--- src/rtl/quantize_seq_pkg.sv ---
// Shared definitions for the quantize stage and the SRAM write-out stage that consumes its
// matrix_index/data_set sideband.
package quantize_seq_pkg;

    localparam int MATRIX_INDEX_W     = 6;
    localparam int DATA_SET_W         = 2;
    localparam int DEFAULT_ARRAY_SIZE = 32;
    localparam int MAX_DIAG           = 2 * DEFAULT_ARRAY_SIZE - 2;

    typedef enum logic {
        IDLE = 1'b0,
        RUN  = 1'b1
    } state_e;

    // Index of the last anti-diagonal for a given array dimension.
    function automatic int max_diag(input int array_size);
        return 2 * array_size - 2;
    endfunction

endpackage

--- src/rtl/quantize_seq_quant_lane.sv ---
// One lane of the quantizer: round-half-up arithmetic right shift, then saturate to the
// output width. Purely combinational; the parent registers the result.
module quant_lane #(
    parameter int ACC_WIDTH         = 32,
    parameter int OUTPUT_DATA_WIDTH = 16,
    parameter int SHIFT             = 8
) (
    input  logic [ACC_WIDTH-1:0]         acc_i,
    output logic [OUTPUT_DATA_WIDTH-1:0] q_o
);

    localparam int AW = ACC_WIDTH;
    localparam int OW = OUTPUT_DATA_WIDTH;

    localparam logic signed [AW:0] RND  = {{AW{1'b0}}, 1'b1} << (SHIFT - 1);
    localparam logic signed [AW:0] MAXV = {{(AW + 2 - OW){1'b0}}, {(OW - 1){1'b1}}};
    localparam logic signed [AW:0] MINV = {{(AW + 2 - OW){1'b1}}, {(OW - 1){1'b0}}};

    logic signed [AW:0] ext;
    logic signed [AW:0] sum;
    logic signed [AW:0] shifted;

    // One guard bit keeps the rounding add from overflowing at the positive extreme.
    assign ext     = {acc_i[AW-1], acc_i};
    assign sum     = ext + RND;
    assign shifted = sum >>> SHIFT;

    always_comb begin
        q_o = shifted[OW-1:0];
        if (shifted > MAXV) begin
            q_o = MAXV[OW-1:0];
        end else if (shifted < MINV) begin
            q_o = MINV[OW-1:0];
        end
    end

endmodule

--- src/rtl/quantize_seq.sv ---
// Quantizes one skewed anti-diagonal per accepted beat and tags it with the diagonal
// number and set number so the write-out stage can steer it to the right SRAM.
module quantize_seq
    import quantize_seq_pkg::*;
#(
    parameter int ARRAY_SIZE        = 32,
    parameter int ACC_WIDTH         = 32,
    parameter int OUTPUT_DATA_WIDTH = 16,
    parameter int SHIFT             = 8,
    parameter int NUM_SETS          = 2
) (
    input  logic                                    clk,
    input  logic                                    srstn,
    input  logic                                    start,
    input  logic                                    acc_valid,
    input  logic [ARRAY_SIZE*ACC_WIDTH-1:0]         acc_data,
    output logic                                    sram_write_enable,
    output logic [DATA_SET_W-1:0]                   data_set,
    output logic [MATRIX_INDEX_W-1:0]               matrix_index,
    output logic [ARRAY_SIZE*OUTPUT_DATA_WIDTH-1:0] quantized_data,
    output logic                                    busy,
    output logic                                    done
);

    localparam int QW = ARRAY_SIZE * OUTPUT_DATA_WIDTH;
    localparam logic [MATRIX_INDEX_W-1:0] LAST_DIAG = MATRIX_INDEX_W'(max_diag(ARRAY_SIZE));
    localparam logic [DATA_SET_W-1:0]     LAST_SET  = DATA_SET_W'(NUM_SETS - 1);

    // Handshake: there is no backpressure. A beat is taken on every posedge where the
    // FSM is in RUN and acc_valid is high; its result appears exactly one cycle later
    // with sram_write_enable high. acc_valid outside RUN is dropped.

    state_e                    state_q, state_d;
    logic [MATRIX_INDEX_W-1:0] diag_q, diag_d;
    logic [DATA_SET_W-1:0]     set_q, set_d;
    logic                      we_q, we_d;
    logic                      done_q, done_d;
    logic [QW-1:0]             qdata_q, qdata_d;
    logic [MATRIX_INDEX_W-1:0] midx_q, midx_d;
    logic [DATA_SET_W-1:0]     dset_q, dset_d;
    logic [QW-1:0]             lane_q;

    for (genvar i = 0; i < ARRAY_SIZE; i++) begin : g_lane
        quant_lane #(
            .ACC_WIDTH         (ACC_WIDTH),
            .OUTPUT_DATA_WIDTH (OUTPUT_DATA_WIDTH),
            .SHIFT             (SHIFT)
        ) u_lane (
            .acc_i (acc_data[i*ACC_WIDTH +: ACC_WIDTH]),
            .q_o   (lane_q[i*OUTPUT_DATA_WIDTH +: OUTPUT_DATA_WIDTH])
        );
    end

    always_ff @(posedge clk) begin
        if (!srstn) begin
            state_q <= IDLE;
            diag_q  <= '0;
            set_q   <= '0;
            we_q    <= 1'b0;
            done_q  <= 1'b0;
            qdata_q <= '0;
            midx_q  <= '0;
            dset_q  <= '0;
        end else begin
            state_q <= state_d;
            diag_q  <= diag_d;
            set_q   <= set_d;
            we_q    <= we_d;
            done_q  <= done_d;
            qdata_q <= qdata_d;
            midx_q  <= midx_d;
            dset_q  <= dset_d;
        end
    end

    always_comb begin
        state_d = state_q;
        diag_d  = diag_q;
        set_d   = set_q;
        we_d    = 1'b0;
        done_d  = 1'b0;
        qdata_d = qdata_q;
        midx_d  = midx_q;
        dset_d  = dset_q;
        case (state_q)
            IDLE: begin
                if (start) begin
                    state_d = RUN;
                    diag_d  = '0;
                    set_d   = '0;
                end
            end
            RUN: begin
                if (acc_valid) begin
                    we_d    = 1'b1;
                    qdata_d = lane_q;
                    midx_d  = diag_q;
                    dset_d  = set_q;
                    if (diag_q == LAST_DIAG) begin
                        diag_d = '0;
                        if (set_q == LAST_SET) begin
                            state_d = IDLE;
                            done_d  = 1'b1;
                        end else begin
                            set_d = set_q + 1'b1;
                        end
                    end else begin
                        diag_d = diag_q + 1'b1;
                    end
                end
            end
            default: state_d = IDLE;
        endcase
    end

    assign sram_write_enable = we_q;
    assign done              = done_q;
    assign quantized_data    = qdata_q;
    assign matrix_index      = midx_q;
    assign data_set          = dset_q;
    assign busy              = (state_q == RUN);

endmodule

--- config.mk ---
export PLATFORM = sky130hd
export DESIGN_NAME = quantize_seq
export DESIGN_NICKNAME = d
export VERILOG_FILES = /design/src/rtl/quantize_seq_pkg.sv /design/src/rtl/quantize_seq_quant_lane.sv /design/src/rtl/quantize_seq.sv
export SDC_FILE = /design/constraint.sdc
export NUM_CORES = 2
export LEC_CHECK = 0
export BUFFER_PORTS_ARGS = -buffer_cell sky130_fd_sc_hd__buf_2
export CORE_AREA = 2 2 611 613
export CTS_CLUSTER_SIZE = 24
export DETAILED_ROUTE_END_ITERATION = 8
export DIE_AREA = 0 0 613 615
export PLACE_DENSITY = 0.3
export SYNTH_ARGS = -nofsm -noshare
export SYNTH_HDL_FRONTEND = slang
export SYNTH_SLANG_ARGS = --single-unit
--- constraint.sdc ---
create_clock -name clk -period 3.9 [get_ports clk]
set_clock_uncertainty 0.05 [all_clocks]
set_input_delay 0.78 -clock clk [delete_from_list [all_inputs] [get_ports clk]]
set_output_delay 0.78 -clock clk [all_outputs]
set_load 0.03 [all_outputs]
# Word-level counts from Yosys, hierarchy flattened

Cells that the tools add are included.
W data, S select, Z words.

$add $sub $neg: 34
Order comparisons: 64
Eq/ne operators: 6
Muxes and demuxes: 80
Bitwise gates (word level): 1
Reductions and logical operators: 5

Operators by type and width:

| kind                    | count |
|---|---|
| $add A32 B9 Y33 const B | 32 |
| $mux W16                | 64 |
| $gt A25 B16 Y1 const B  | 32 |
| $lt A25 B16 Y1 const B  | 32 |
| $mux W6                 | 3 |
| $pmux W6 S2             | 1 |
| $mux W2                 | 4 |
| $reduce_and A4 Y1       | 2 |
| $add A6 B1 Y6 const B   | 1 |
| $eq A6 B6 Y1 const B    | 1 |
| $mux W1                 | 6 |
| $ne A2 B2 Y1 const B    | 3 |
| $reduce_and A2 Y1       | 3 |
| $pmux W2 S2             | 1 |
| $add A2 B1 Y2 const B   | 1 |
| $eq A2 B1 Y1 const B    | 1 |
| $ne A2 B1 Y1 const B    | 1 |
| $pmux W1 S2             | 1 |
| $not A1 Y1              | 1 |

Register bits: 531
Input port bits: 1028
Output and inout port bits: 523
Word-level logic and storage cells: 198

# Logic depth before layout (Yosys ltp)

Depth after elaboration: 5
Mapped depth: 11

# Hierarchy

Synthesis repeated with hierarchy kept, for this count alone.

Cells, all modules: 5232
Area, all modules: 38499.4 sq um

Modules (own cells, without submodules):

| module       | instances | cells an instance | area an instance (sq um) |
|---|---|---|---|
| quant_lane   | 32        | 91                | 620.6 |
| quantize_seq | 1         | 2320              | 18640.4 |

# Worst setup path before layout

No wires, ideal clock.

Kind: input -> register
From: input port acc_data[391]
To: register qdata_q[194], in the netlist quantized_data[194]
Setup time: 0.132 ns
Arrival: 3.029 ns
Setup slack: 0.690 ns
Stages: 10
Cells stage by stage: ha_1 > nand4_1 > nor3_1 > and4_1 > mux2_2 > o21ai_0 > a41o_1 > and2_1 > buf_2 > a211oi_1

Word-level cells in the longest chain between the ends: 4
Elaborated cells on any way between the ends: 5
Classes of those cells: add/sub: 1; order compare: 2; mux: 2

Ends and longest elaborated chain:

| item                   | RTL line                      | text |
|---|---|---|
| start: declaration     | quantize_seq.sv:16            | `input logic [ARRAY_SIZE*ACC_WIDTH-1:0] acc_data,` |
| $add A32 B9 Y33 *      | quantize_seq_quant_lane.sv:25 | `assign sum = ext + RND;` |
| $lt A25 B16 Y1         | quantize_seq_quant_lane.sv:32 | `end else if (shifted < MINV) begin` |
| $mux W16               | quantize_seq_quant_lane.sv:32 |  |
| $mux W16 *             | quantize_seq_quant_lane.sv:30 | `if (shifted > MAXV) begin` |
| end signal: assignment | quantize_seq.sv:70            | `qdata_q <= qdata_d;` |
| end: declaration       | quantize_seq.sv:38            | `logic [QW-1:0] qdata_q, qdata_d;` |

Every way passes the cells marked *; elsewhere a longest branch is shown, timed or not.
A chain may end at the register's enable or synchronous reset.

# Worst setup path in the final report

From: input port acc_data[560]
To: register qdata_q[282], in the netlist quantized_data[282]

The elaborated chain is that of the path after synthesis.

==> results.ini <==
[synth]
synth.largest_area_cell=sky130_fd_sc_hd__dfxtp_1
async_flop_share_pct=0
avgSynthCellArea_sq_um=7.507
seq_area_frac_synth_pct=28.99
synth_largest_type_area_fraction_pct=28.99
syn_inst=4885
synth-edff-count=0
synth.ff_latch_count=531
synth_nets=5948
synth.lib_cells_used.distinct=106
dominantRegCellSynth=sky130_fd_sc_hd__dfxtp_1
synth-warning-count=0
ys_top_cells_by_area=sky130_fd_sc_hd__dfxtp_1, sky130_fd_sc_hd__xnor2_1, sky130_fd_sc_hd__nand2_1, sky130_fd_sc_hd__o21ai_0, sky130_fd_sc_hd__xor2_1
synth.cell_area_sq_mm=0.03667

[clock_tree]
cts.clk_slew.worst_paths_ns=0.06
postCtsSetupBuffers=0
clock_tree.htree_level_count=3
clock_tree.root_cell=sky130_fd_sc_hd__clkbuf_16
postCtsResizedCells=0
cts_tree=built
later_pin_clock_latency_in_the_skew_report_ns=0.79
cts_sinks=531
cts-buffers-inserted=90
max-clock-path-buffers=4
ctsHoldBuffers=0

[power]
pwr-share-comb_pct=22.4
netsw_mw=6.558
power.share.switching_pct=34.86
power.share.sequential_pct=32.0
power.clock.fraction_pct=45.6
standby_leakage_power_nw=20.14
power_internal_mw=12.25
power_density_mw_per_mm2=354.9
power.ir.vdd_worst_v=0.0003073

[grt]
first_pass_grt_wire_length_mm=364.7
globalRoute.totalOverflow=0
grt_pass1_vias=42310
grt_util_all_layers_pct=13.71
grt_start_max_net_pins=136
grt_antenna_before_repair=202

[routing]
1st_iter_drt_viols=2786
firstDrtPassIters=6
final_antenna_net_count=0
remaining_drc_errors=0
routed-via-count=43930
avgViaCountPerCell=3.887
routed_wl_mm=270.2
avgRoutedWirePerCell_microns=23.91

[floorplanning]
initial_core_utilization_pct=9.891
pin_count=1551
placeableCoreArea_sq_mm=0.3708
dieHeight_microns=615
placementRows=224
dieWidth_microns=613
die_area_sq_mm=0.3770

[placement]
globalplace.congestion=0.9356
dpl_cell_area_sq_mm=0.04983
detailed_place_hpwl_mm=230.5
io_buffers=1326

[final_layout]
nets=7275
drive_gt1_share_pct=28.79
mostFrequentLayoutCell=sky130_fd_sc_hd__buf_2
layout.cells.most_common_list=sky130_fd_sc_hd__buf_2, sky130_fd_sc_hd__nand2_1, sky130_fd_sc_hd__dfxtp_1
syn_to_final_growth_pct=44.52
design_area_sq_mm=0.05300

[sta]
report.final.hold_viol_count=0
finalSetupViolations=0
worst_hold_slack_ns=0.2765
timing.final.crit_period_ns=3.081
grt_setup_unrepaired=no
final-max-slew-violation-count=0
achievable-frequency_mhz=324.6
worst-slew-pin-transition_ns=1.121
worst_slew_margin_rel_pct=24.74
final_min_period_over_clock_period_pct=79.00

[setup_path]
timing.critical_path.fanout_max=14
critPathKind=input pin to register
worst_ep_arrival_time_ns=3.64
critPathCaptureType=register
worst_setup_path_start_kind=input pin
cp_data_required_time_ns=4.46

[worst_hold_path]
holdCritPathClass=input pin to register

[run]
max_capacitance_violation_count=0

[outcome]
status=completed

cells by family after synthesis:
group	after synthesis	share of synthesized area [%]
fa+ha+maj	35	1.194
flops	531	28.99
mux	39	1.119
buf+inv	297	3.326
compound gates	1262	22.26
xor+xnor	517	12.35
simple gates	2204	30.77
state kept, by name (all words and copies together) (netlist names):
name	cells
quantized_data	512
diag_q	6
matrix_index	6
data_set	2
set_q	2
busy	1
done	1
sram_write_enable	1
critical path: stages:
cell and delay, ns:
sky130_fd_sc_hd__buf_2 0.13, sky130_fd_sc_hd__nand4_1 0.17, sky130_fd_sc_hd__or4_1 0.67, sky130_fd_sc_hd__a311oi_1 0.32
sky130_fd_sc_hd__o221ai_1 0.18, sky130_fd_sc_hd__nor3_1 0.21, sky130_fd_sc_hd__nor2_1 0.11, sky130_fd_sc_hd__o21ai_1 0.88
sky130_fd_sc_hd__o211ai_1 0.19
path summary, 6_finish.rpt:
kind | startpoint | to | slack [ns] | depth (start not counted)
max reg2reg | busy | quantized_data[468] | 1.09 | 5
max | acc_data[560] | quantized_data[282] | 0.82 | 9
min | acc_data[307] | quantized_data[155] | 0.28 | 3
min reg2reg | quantized_data[224] | quantized_data[224] | 0.40 | 2
layout make-up:
| type | instances | area, sq um |
|---|---|---|
| Fill cell | 42890 | 317800 |
| Sequential cell | 531 | 10630 |
| Inverter | 67 | 251.5 |
| Multi-Input combinational cell | 4057 | 24850 |
| Clock inverter | 38 | 543.0 |
| Clock buffer | 119 | 2501 |
| Antenna cell | 52 | 130.1 |
| Timing Repair Buffer | 1465 | 7878 |
| Tap cell | 4972 | 6221 |
Yosys cell counts (60+ instances only):
cell / instances
sky130_fd_sc_hd__nand4_1: 191
sky130_fd_sc_hd__xnor2_1: 294
sky130_fd_sc_hd__nor3_1: 124
sky130_fd_sc_hd__and4_1: 66
sky130_fd_sc_hd__clkbuf_1: 185
sky130_fd_sc_hd__nand3_1: 308
sky130_fd_sc_hd__and3_1: 100
sky130_fd_sc_hd__nor2_1: 443
sky130_fd_sc_hd__a31oi_1: 67
sky130_fd_sc_hd__nand2_1: 579
sky130_fd_sc_hd__inv_1: 66
sky130_fd_sc_hd__o21ai_0: 393
sky130_fd_sc_hd__o22ai_1: 60
sky130_fd_sc_hd__o221a_2: 60
sky130_fd_sc_hd__dfxtp_1: 531
sky130_fd_sc_hd__xor2_1: 223
sky130_fd_sc_hd__a21oi_1: 309
layer usage:
layer / up-vias / GRT usage, % / routed length [microns]
li1: 20760 / - / -
met1: 20990 / 15.73 / 107400
met2: 1628 / 23.56 / 128300
met3: 488 / 5.312 / 25950
met4: 56 / 3.579 / 8193
met5: - / 0 / 364
power by group through the flow:
stage,registers (mW),clock network [mW],logic (mW)
2_1_floorplan,6.76,0,1.37
3_3_place_gp,6.13,0,4.29
3_5_place_dp,6.14,0,4.28
4_1_cts,6.03,8.99,4.30
5_1_grt,6.06,9.15,4.60
6_report,6.02,8.58,4.22
stage by stage:
step	power (mW)	instances	setup WS (ns)	utilization [%]	setup TNS, ns
after floorplan	8.132	4885	0.6899	-	0
after global placement	10.42	11090	0.01732	13.44	0
after detailed placement	10.42	11090	-0.008895	13.44	-0.008895
after CTS	19.32	11250	0.7963	14.26	0
after global routing	19.81	11280	0.6102	14.28	0
final	18.81	11300	0.8190	14.29	0
(Power assumes the default switching activity.)
